--- src/rtl/clkdiv_pkg.sv ---
// Shared constants and types for the multi-channel clock divider.
package clkdiv_pkg;

  localparam int DEF_CNT_W = 10;
  localparam int MIN_DIV   = 2;

  typedef logic [DEF_CNT_W-1:0] div_t;

  typedef struct packed {
    logic [7:0] ch;
    div_t       div;
    div_t       hi;
  } cfg_req_t;

endpackage

--- src/rtl/clkdiv_channel.sv ---
// One divider channel: period counter, single-entry pending config and
// registered outclk / rise strobe.
module clkdiv_channel
  import clkdiv_pkg::*;
#(
  parameter int CNT_W       = DEF_CNT_W,
  parameter int DEFAULT_DIV = 2
) (
  input  logic             in_clk,
  input  logic             reset,
  input  logic             en,
  input  logic             restart,
  input  logic             load,
  input  logic [CNT_W-1:0] load_div,
  input  logic [CNT_W-1:0] load_hi,
  output logic             pending,
  output logic             outclk,
  output logic             rise_stb
);

  localparam logic [CNT_W-1:0] ONE    = CNT_W'(1);
  localparam logic [CNT_W-1:0] RST_DIV = CNT_W'(DEFAULT_DIV);
  localparam logic [CNT_W-1:0] RST_HI  = CNT_W'(DEFAULT_DIV / 2);

  logic [CNT_W-1:0] cnt_r, div_r, hi_r, pend_div_r, pend_hi_r;
  logic             pend_r, outclk_r, rise_r;
  logic [CNT_W-1:0] cnt_s, div_s, hi_s, cnt_inc_s;
  logic             wrap_s, apply_s, outclk_s, rise_s;

  // Next state: park when disabled, start a period on wrap/enable/restart, else count.
  always_comb begin
    cnt_inc_s = cnt_r + ONE;
    wrap_s    = (cnt_r == (div_r - ONE));
    apply_s   = 1'b0;
    cnt_s     = cnt_inc_s;
    outclk_s  = 1'b0;
    rise_s    = 1'b0;
    if (!en) begin
      apply_s = pend_r;
      cnt_s   = (pend_r ? pend_div_r : div_r) - ONE;
    end else if (restart || wrap_s) begin
      // A parked channel sits at D-1, so enabling is just an ordinary wrap.
      apply_s  = pend_r;
      cnt_s    = {CNT_W{1'b0}};
      outclk_s = 1'b1;
      rise_s   = 1'b1;
    end else begin
      outclk_s = (cnt_inc_s < hi_r);
    end
    if (apply_s) begin
      div_s = pend_div_r;
      hi_s  = pend_hi_r;
    end else begin
      div_s = div_r;
      hi_s  = hi_r;
    end
  end

  // Channel state registers.
  always_ff @(posedge in_clk) begin
    if (reset) begin
      cnt_r      <= RST_DIV - ONE;
      div_r      <= RST_DIV;
      hi_r       <= RST_HI;
      pend_r     <= 1'b0;
      pend_div_r <= RST_DIV;
      pend_hi_r  <= RST_HI;
      outclk_r   <= 1'b0;
      rise_r     <= 1'b0;
    end else begin
      cnt_r    <= cnt_s;
      div_r    <= div_s;
      hi_r     <= hi_s;
      outclk_r <= outclk_s;
      rise_r   <= rise_s;
      if (load) begin
        pend_r     <= 1'b1;
        pend_div_r <= load_div;
        pend_hi_r  <= load_hi;
      end else if (apply_s) begin
        pend_r <= 1'b0;
      end
    end
  end

  assign pending  = pend_r;
  assign outclk   = outclk_r;
  assign rise_stb = rise_r;

endmodule

--- src/rtl/multi_clock_divider.sv ---
// N-channel programmable clock divider with config handshake and phase restart.
// Define CLKDIV_DUTY_EN to add the cfg_hi port and a per-channel high time.
module multi_clock_divider
  import clkdiv_pkg::*;
#(
  parameter int  NUM_CH      = 4,
  parameter int  CNT_W       = DEF_CNT_W,
  parameter int  DEFAULT_DIV = 2,
  localparam int CH_W        = (NUM_CH > 1) ? $clog2(NUM_CH) : 1
) (
  input  logic              in_clk,
  input  logic              reset,
  input  logic [NUM_CH-1:0] ch_en,
  input  logic              sync_restart,
  input  logic              cfg_valid,
  output logic              cfg_ready,
  input  logic [CH_W-1:0]   cfg_ch,
  input  logic [CNT_W-1:0]  cfg_div,
`ifdef CLKDIV_DUTY_EN
  input  logic [CNT_W-1:0]  cfg_hi,
`endif
  output logic              cfg_err,
  output logic [NUM_CH-1:0] outclk,
  output logic [NUM_CH-1:0] rise_stb
);

  localparam logic [CH_W:0]    NUM_CH_V  = (CH_W + 1)'(NUM_CH);
  localparam logic [CNT_W-1:0] MIN_DIV_V = CNT_W'(MIN_DIV);

  logic [NUM_CH-1:0] pending_s, load_s;
  logic [CNT_W-1:0]  hi_s;
  logic              ch_ok_s, req_ok_s, accept_s, cfg_err_r;

  // Request decode: readiness, validity and per-channel load strobes.
  always_comb begin
    ch_ok_s   = ({1'b0, cfg_ch} < NUM_CH_V);
    cfg_ready = 1'b1;
    load_s    = {NUM_CH{1'b0}};
`ifdef CLKDIV_DUTY_EN
    hi_s     = cfg_hi;
    req_ok_s = ch_ok_s && (cfg_div >= MIN_DIV_V) &&
               (cfg_hi != {CNT_W{1'b0}}) && (cfg_hi < cfg_div);
`else
    hi_s     = cfg_div >> 1;
    req_ok_s = ch_ok_s && (cfg_div >= MIN_DIV_V);
`endif
    for (int k = 0; k < NUM_CH; k++) begin
      cfg_ready = cfg_ready & ~(pending_s[k] & (cfg_ch == CH_W'(k)));
    end
    accept_s = cfg_valid & cfg_ready;
    for (int k = 0; k < NUM_CH; k++) begin
      load_s[k] = accept_s & req_ok_s & (cfg_ch == CH_W'(k));
    end
  end

  // Rejected requests are consumed and reported one cycle later.
  always_ff @(posedge in_clk) begin
    if (reset) begin
      cfg_err_r <= 1'b0;
    end else begin
      cfg_err_r <= accept_s & ~req_ok_s;
    end
  end

  assign cfg_err = cfg_err_r;

  for (genvar k = 0; k < NUM_CH; k++) begin : g_ch
    clkdiv_channel #(
      .CNT_W      (CNT_W),
      .DEFAULT_DIV(DEFAULT_DIV)
    ) u_ch (
      .in_clk  (in_clk),
      .reset   (reset),
      .en      (ch_en[k]),
      .restart (sync_restart),
      .load    (load_s[k]),
      .load_div(cfg_div),
      .load_hi (hi_s),
      .pending (pending_s[k]),
      .outclk  (outclk[k]),
      .rise_stb(rise_stb[k])
    );
  end

endmodule
--- config.mk ---
export PLATFORM = sky130hd
export DESIGN_NAME = multi_clock_divider
export DESIGN_NICKNAME = d
export VERILOG_FILES = /design/src/rtl/clkdiv_pkg.sv /design/src/rtl/clkdiv_channel.sv /design/src/rtl/multi_clock_divider.sv
export SDC_FILE = /design/constraint.sdc
export NUM_CORES = 1
export LEC_CHECK = 0
export CAP_MARGIN = 20
export CORE_ASPECT_RATIO = 1.1
export CORE_MARGIN = 5
export CORE_UTILIZATION = 50
export DETAILED_ROUTE_END_ITERATION = 16
export PLACE_DENSITY = 0.74
export SLEW_MARGIN = 20
export SYNTH_ARGS = -nofsm -noshare
export SYNTH_HDL_FRONTEND = slang
export SYNTH_SLANG_ARGS = --single-unit
--- constraint.sdc ---
create_clock -name in_clk -period 7.2 [get_ports in_clk]
set_input_delay 1.44 -clock in_clk [delete_from_list [all_inputs] [get_ports in_clk]]
set_output_delay 1.44 -clock in_clk [all_outputs]
set_load 0.01 [all_outputs]
==> impl_metrics.json, run 1 <==
{
  "viasPerCell": 5.807,
  "worstSkewPairLatency_ns": 0.43,
  "avgSynthCellArea_um2": 8.521,
  "synthDistinctLibCells": 66,
  "path_class": "in2out",
  "worstMarginPinSlew_ns": 0.9208,
  "antenna_found_initial": 0,
  "crit_start": "cfg_ch[1]",
  "relSlewSlack": 0.3853,
  "fin_hold_ws_ns": 0.4903,
  "clock_path_buffers": 2,
  "dieArea_um2": 20640,
  "worst_slack_ns": 2.575,
  "via_count": 7427,
  "yosysTopAreaCell": "dfxtp_1",
  "worst_setup_path_end_kind": "primary output",
  "arrival_ns": 3.19,
  "required_ns": 5.76,
  "h-tree-depth": 4,
  "syn_area_um2": 8930,
  "drv_cap": 0,
  "cts_resized": 0,
  "coreArea_um2": 17610,
  "initial_utilization": 0.5070,
  "place_congestion": 0.8776,
  "setup_viol": 0,
  "seq_area_frac_synth": 0.2982,
  "p_leak_nw": 3.625,
  "synth_warnings": 0,
  "synth_ff_type": "dfxtp_1",
  "cts_buffers": 17,
  "final_core_util": 0.5605,
  "clkSlewWorstSetupHoldPaths_ns": 0.06,
  "num_antenna_cells": 0,
  "grt_overflow": 0,
  "ctsHoldBuffers": 0,
  "root_buffer": "clkbuf_16",
  "grt_pass1_wl_um": 34410,
  "dr.pass1.iters": 5,
  "layout-drive-gt1-share": 0.05860,
  "synth.area.top_cells": "dfxtp_1 (30%), mux2i_1 (13%), xnor2_1 (6.5%)",
  "synth_enable_flop_cells": 0,
  "chipHeight_um": 150.2,
  "area_delta_synth_final_pct": 10.54,
  "hold_class": "reg2reg",
  "min_from": "g_ch[0].u_ch.pend_div_r[9]",
  "dpl.hpwl_um": 14900,
  "post_cts_buffers": 0,
  "hold_violations": 0,
  "power.density_nw_per_um2": 197.6,
  "cts.sinks": 133,
  "first_iter_violations": 545,
  "dp.cells": 1247,
  "synthArstFlopShare": 0,
  "most-common-layout-cells": "dfxtp_1 (132), mux2i_1 (112), nor2_1 (104), xnor2_1 (66), nand2b_1 (66)",
  "fmaxAchievable_ghz": 0.2162,
  "fin_nets": 1092,
  "route.detailed.drc": 0,
  "pre_cts_slack_ns": 2.572,
  "grt_pass1_vias": 6909,
  "layoutNonFillerInstCount": 1279,
  "synth-seq-cells": 133,
  "rsz0062_at_grt": "no",
  "worstPathMaxFanout": 5,
  "fin_tns_setup_ns": 0,
  "yosys.area.top_type_share": 0.2982,
  "avgRoutedWirePerCell_um": 16.53,
  "outcome": "finished clean",
  "grt_max_degree": 93,
  "postRouteAntennaNets": 0,
  "period_share": 0.6424,
  "ios": 30,
  "portBuffers": 29,
  "period_needed_ns": 4.625,
  "synth_cells": 1048,
  "startpoint_type": "input port",
  "ir_drop_mv": 0.1763,
  "die_x_um": 137.4,
  "row_count": 51,
  "grt_usage": 0.2076,
  "finalClockSkew_ns": 0.005453,
  "tritoncts": "yes",
  "syn_nets": 1112,
  "reg2reg_from": "g_ch[3].u_ch.div_r[0]",
  "slew_viol_final": 0,
  "layout_commonest_cell": "dfxtp_1",
  "routed_wl_um": 21140
}
## cell type report
class	instances	area, um2
flip-flops and latches	133	2664
clock inverters	12	201.4
well taps	238	297.8
fillers	1603	7741
repair buffers	34	325.3
inverters	51	191.4
multi-input cells	791	5744
clock buffers	20	446.7
## worst paths after layout
path / slack [ns] / cells past startpoint / endpoint
setup reg to reg: 3.99 / 6 / g_ch[3].u_ch.div_r[4]
hold / removal: 0.49 / 2 / g_ch[0].u_ch.div_r[9]
setup / recovery: 2.57 / 4 / cfg_ready
hold reg to reg: 0.49 / 2 / g_ch[0].u_ch.div_r[9]
## sequential cells by signal, summed over array words and instances (netlist names)
name,cells
g_ch.u_ch.cnt_r,40
g_ch.u_ch.div_r,40
g_ch.u_ch.pend_div_r,40
g_ch.u_ch.outclk,4
g_ch.u_ch.pending,4
g_ch.u_ch.rise_stb,4
cfg_err,1
## metrics by stage
stage | power, mW | instance area (um2)
after CTS | 1.956 | 9869
after detailed placement | 0.9981 | 9221
after floorplan | 0.9401 | 8930
after global placement | 0.9935 | 9213
after global routing | 2.016 | 9871
final | 1.951 | 9871
## cell usage after synthesis, types with 10 or more instances
library cell and instances:
o21ai_0 22, o22ai_1 18, nand2_1 40, dfxtp_1 133, clkbuf_1 40, nor3b_1 13
o211ai_1 12, nor3_1 31, buf_1 10, xor2_1 48, mux2i_1 112, a21oi_1 32
inv_1 51, nor2_1 104, xnor2_1 66, buf_4 12, nor4_1 11, nand3_1 23
ha_1 44, nand2b_1 66
## per-layer routing
metal / GRT usage / vias to the layer above / part of all wire
li1: - / 3652 / -
met1: 0.2700 / 3563 / 0.46
met2: 0.3484 / 178 / 0.48
met3: 0.03476 / 34 / 0.037
met4: 0.06886 / 0 / 0.021
met5: 0 / - / 0
## power by group
part | total [mW] | switching (mW) | internal [mW]
Combinational | 0.204 | 0.114 | 0.0898
Sequential | 0.781 | 0.0258 | 0.755
Clock | 0.966 | 0.341 | 0.624
Total | 1.95 | 0.481 | 1.47
## kinds of logic after synthesis
logic type / after synthesis / synth area share
flip-flops: 133 / 0.2982
buffers and inverters: 124 / 0.06081
AND/OR/NAND/NOR: 353 / 0.2075
XOR/XNOR: 114 / 0.1118
multiplexers: 113 / 0.1281
AO/OA/AOI/OAI: 167 / 0.1320
adder cells (fa/ha/maj): 44 / 0.06165
## worst max-delay path, cell delays in order
cell and delay [ns]:
clkdlybuf4s50_1 0.58, mux4_2 0.56, inv_1 0.07, clkdlybuf4s50_1 0.53
Power figures use the tool's default switching activity.
==> inputs of run 2 (changes only) <==
- PLACE_DENSITY: 0.74 -> 0.77
- clock period: 7.2 -> 3.7 ns (I/O delays scaled with it)
==> run 2 against run 1 <==
Net effect:
- clock power rose by 65%
- flip-flop and latch count did not move
- largest power group unchanged
- sequential share of layout area barely moved
- combinational power rose by 100%
- critical endpoint unchanged
- wire length barely moved
- die area did not move
- clock-buffer cell count rose by 1
- non-clock buffer count rose by 11
- utilization fell by 0.071 points
- largest cell class unchanged
- final area fell by 0.13%
==> impl_metrics.json, run 2 (synthesized netlist as in run 1, its figures left out) <==
{
  "cpLargestDelayFamily": "buffers and inverters",
  "grt_overflow": 0,
  "chipHeight_um": 150.2,
  "place_congestion": 0.8624,
  "fin_nets": 1103,
  "required_ns": 2.96,
  "most-common-layout-cells": "dfxtp_1 (133), mux2i_1 (112), nor2_1 (104), xnor2_1 (66), nand2b_1 (66)",
  "route.detailed.drc": 0,
  "power.density_nw_per_um2": 356.5,
  "hold_class": "reg2reg",
  "routed_wl_um": 21150,
  "dieArea_um2": 20640,
  "fillers": 1623,
  "period_share": 0.8685,
  "slew_viol_final": 0,
  "initial_utilization": 0.5070,
  "dpl.hpwl_um": 15090,
  "p_total_mw": 3.515,
  "drv_cap": 0,
  "grt_pass1_wl_um": 35500,
  "grt_usage": 0.2120,
  "coreArea_um2": 17610,
  "num_antenna_cells": 0,
  "hold_violations": 0,
  "cts_buffers": 17,
  "worstMarginPinSlew_ns": 0.8711,
  "slowest_stage": "clkdlybuf4s50_1",
  "final_area_um2": 9858,
  "clock_path_buffers": 2,
  "crit_top_cell": "clkdlybuf4s50_1",
  "p_leak_nw": 3.635,
  "path_class": "in2out",
  "portBuffers": 29,
  "rsz0062_at_grt": "no",
  "h-tree-depth": 4,
  "worstPathMaxFanout": 5,
  "via_count": 7489,
  "row_count": 51,
  "relSlewSlack": 0.4185,
  "cts_resized": 0,
  "clkSlewWorstSetupHoldPaths_ns": 0.06,
  "grt_max_degree": 82,
  "place_area_um2": 9304,
  "cts.sinks": 133,
  "post_cts_buffers": 0,
  "finalClockSkew_ns": 0.008981,
  "startpoint_type": "input port",
  "period_needed_ns": 3.213,
  "ir_drop_mv": 0.3474,
  "die_x_um": 137.4,
  "antenna_found_initial": 0,
  "reg_top3": "g_ch.u_ch.cnt_r x40, g_ch.u_ch.div_r x40, g_ch.u_ch.pend_div_r x40",
  "critPathMaxStageDelay_ns": 0.59,
  "seq_area_um2": 2663,
  "viasPerCell": 5.805,
  "tritoncts": "yes",
  "fmaxAchievable_ghz": 0.3112,
  "worstSkewPairLatency_ns": 0.42,
  "arrival_ns": 2.47,
  "ios": 30,
  "fin_hold_ws_ns": 0.4962,
  "worst_setup_path_end_kind": "primary output",
  "setup_viol": 0,
  "cp_cell_sequence": "clkdlybuf4s50_1, mux4_2, inv_1, clkdlybuf4s50_1",
  "ctsHoldBuffers": 0,
  "layout-drive-gt1-share": 0.06654,
  "outcome": "finished clean",
  "avgRoutedWirePerCell_um": 16.40,
  "grt_pass1_vias": 7219,
  "worst-path-buf-inv": 3,
  "fin_tns_setup_ns": 0,
  "first_iter_violations": 608,
  "layout_commonest_cell": "dfxtp_1",
  "area_delta_synth_final_pct": 10.40,
  "postRouteAntennaNets": 0,
  "root_buffer": "clkbuf_16",
  "dr.pass1.iters": 6,
  "multiInputGateArea_um2": 5744
}
## run 2: cell type report
class                           instances  share of cell area
Sequential cell                       133              0.2701
Timing Repair Buffer                   45             0.04138
Clock buffer                           21             0.04569
Tap cell                              238             0.03021
Clock inverter                         11             0.01053
Inverter                               51             0.01942
Multi-Input combinational cell        791              0.5827
## run 2: worst register-to-register path, cell delays in order, from the launching register on
cell     delay (ns)
dfxtp_1        0.37
inv_1          0.08
ha_1           0.24
or3b_2         0.56
or3b_2         0.47
o22ai_1        0.18
o21ai_1        0.10
o21ai_2        0.60
mux2i_1        0.27
## run 2: per-layer routing
metal  up-vias  global-route usage  wire length [um]
met2       194              0.3479             10230
met4         0             0.08184               512
met5         -                   0                 0
li1       3674                   -                 -
met1      3582              0.2748              9389
met3        39             0.04044              1023
## run 2: report_power, final
part,internal (mW),switching (mW),leakage (nW),total (mW)
Clock,0.943,0.645,0.267,1.59
Combinational,0.183,0.229,2.29,0.412
Sequential,1.47,0.0456,1.08,1.52
## run 2: metrics by stage
step                worst slack [ns]  std cells  utilization
floorplan                      1.251       1048            -
global placement              0.4992       1258       0.5278
detailed placement            0.4912       1258       0.5283
CTS                           0.4891       1290       0.5597
global route                  0.4264       1290       0.5597
finish                        0.4866       1290       0.5597
## run 2: final timing paths
kind                              start                     to  slack [ns]  cells past startpoint
max                           cfg_ch[1]              cfg_ready        0.49                      4
min          g_ch[3].u_ch.pend_div_r[8]  g_ch[3].u_ch.div_r[8]        0.50                      2
max reg2reg       g_ch[2].u_ch.div_r[1]  g_ch[2].u_ch.div_r[5]        0.75                      8
min reg2reg  g_ch[3].u_ch.pend_div_r[8]  g_ch[3].u_ch.div_r[8]        0.50                      2
==> inputs of run 3 (changes only) <==
- SETUP_SLACK_MARGIN: default -> 0.4
==> results of run 3 <==
Same layout as run 2: the final DEF is identical, and so are final timing and power.
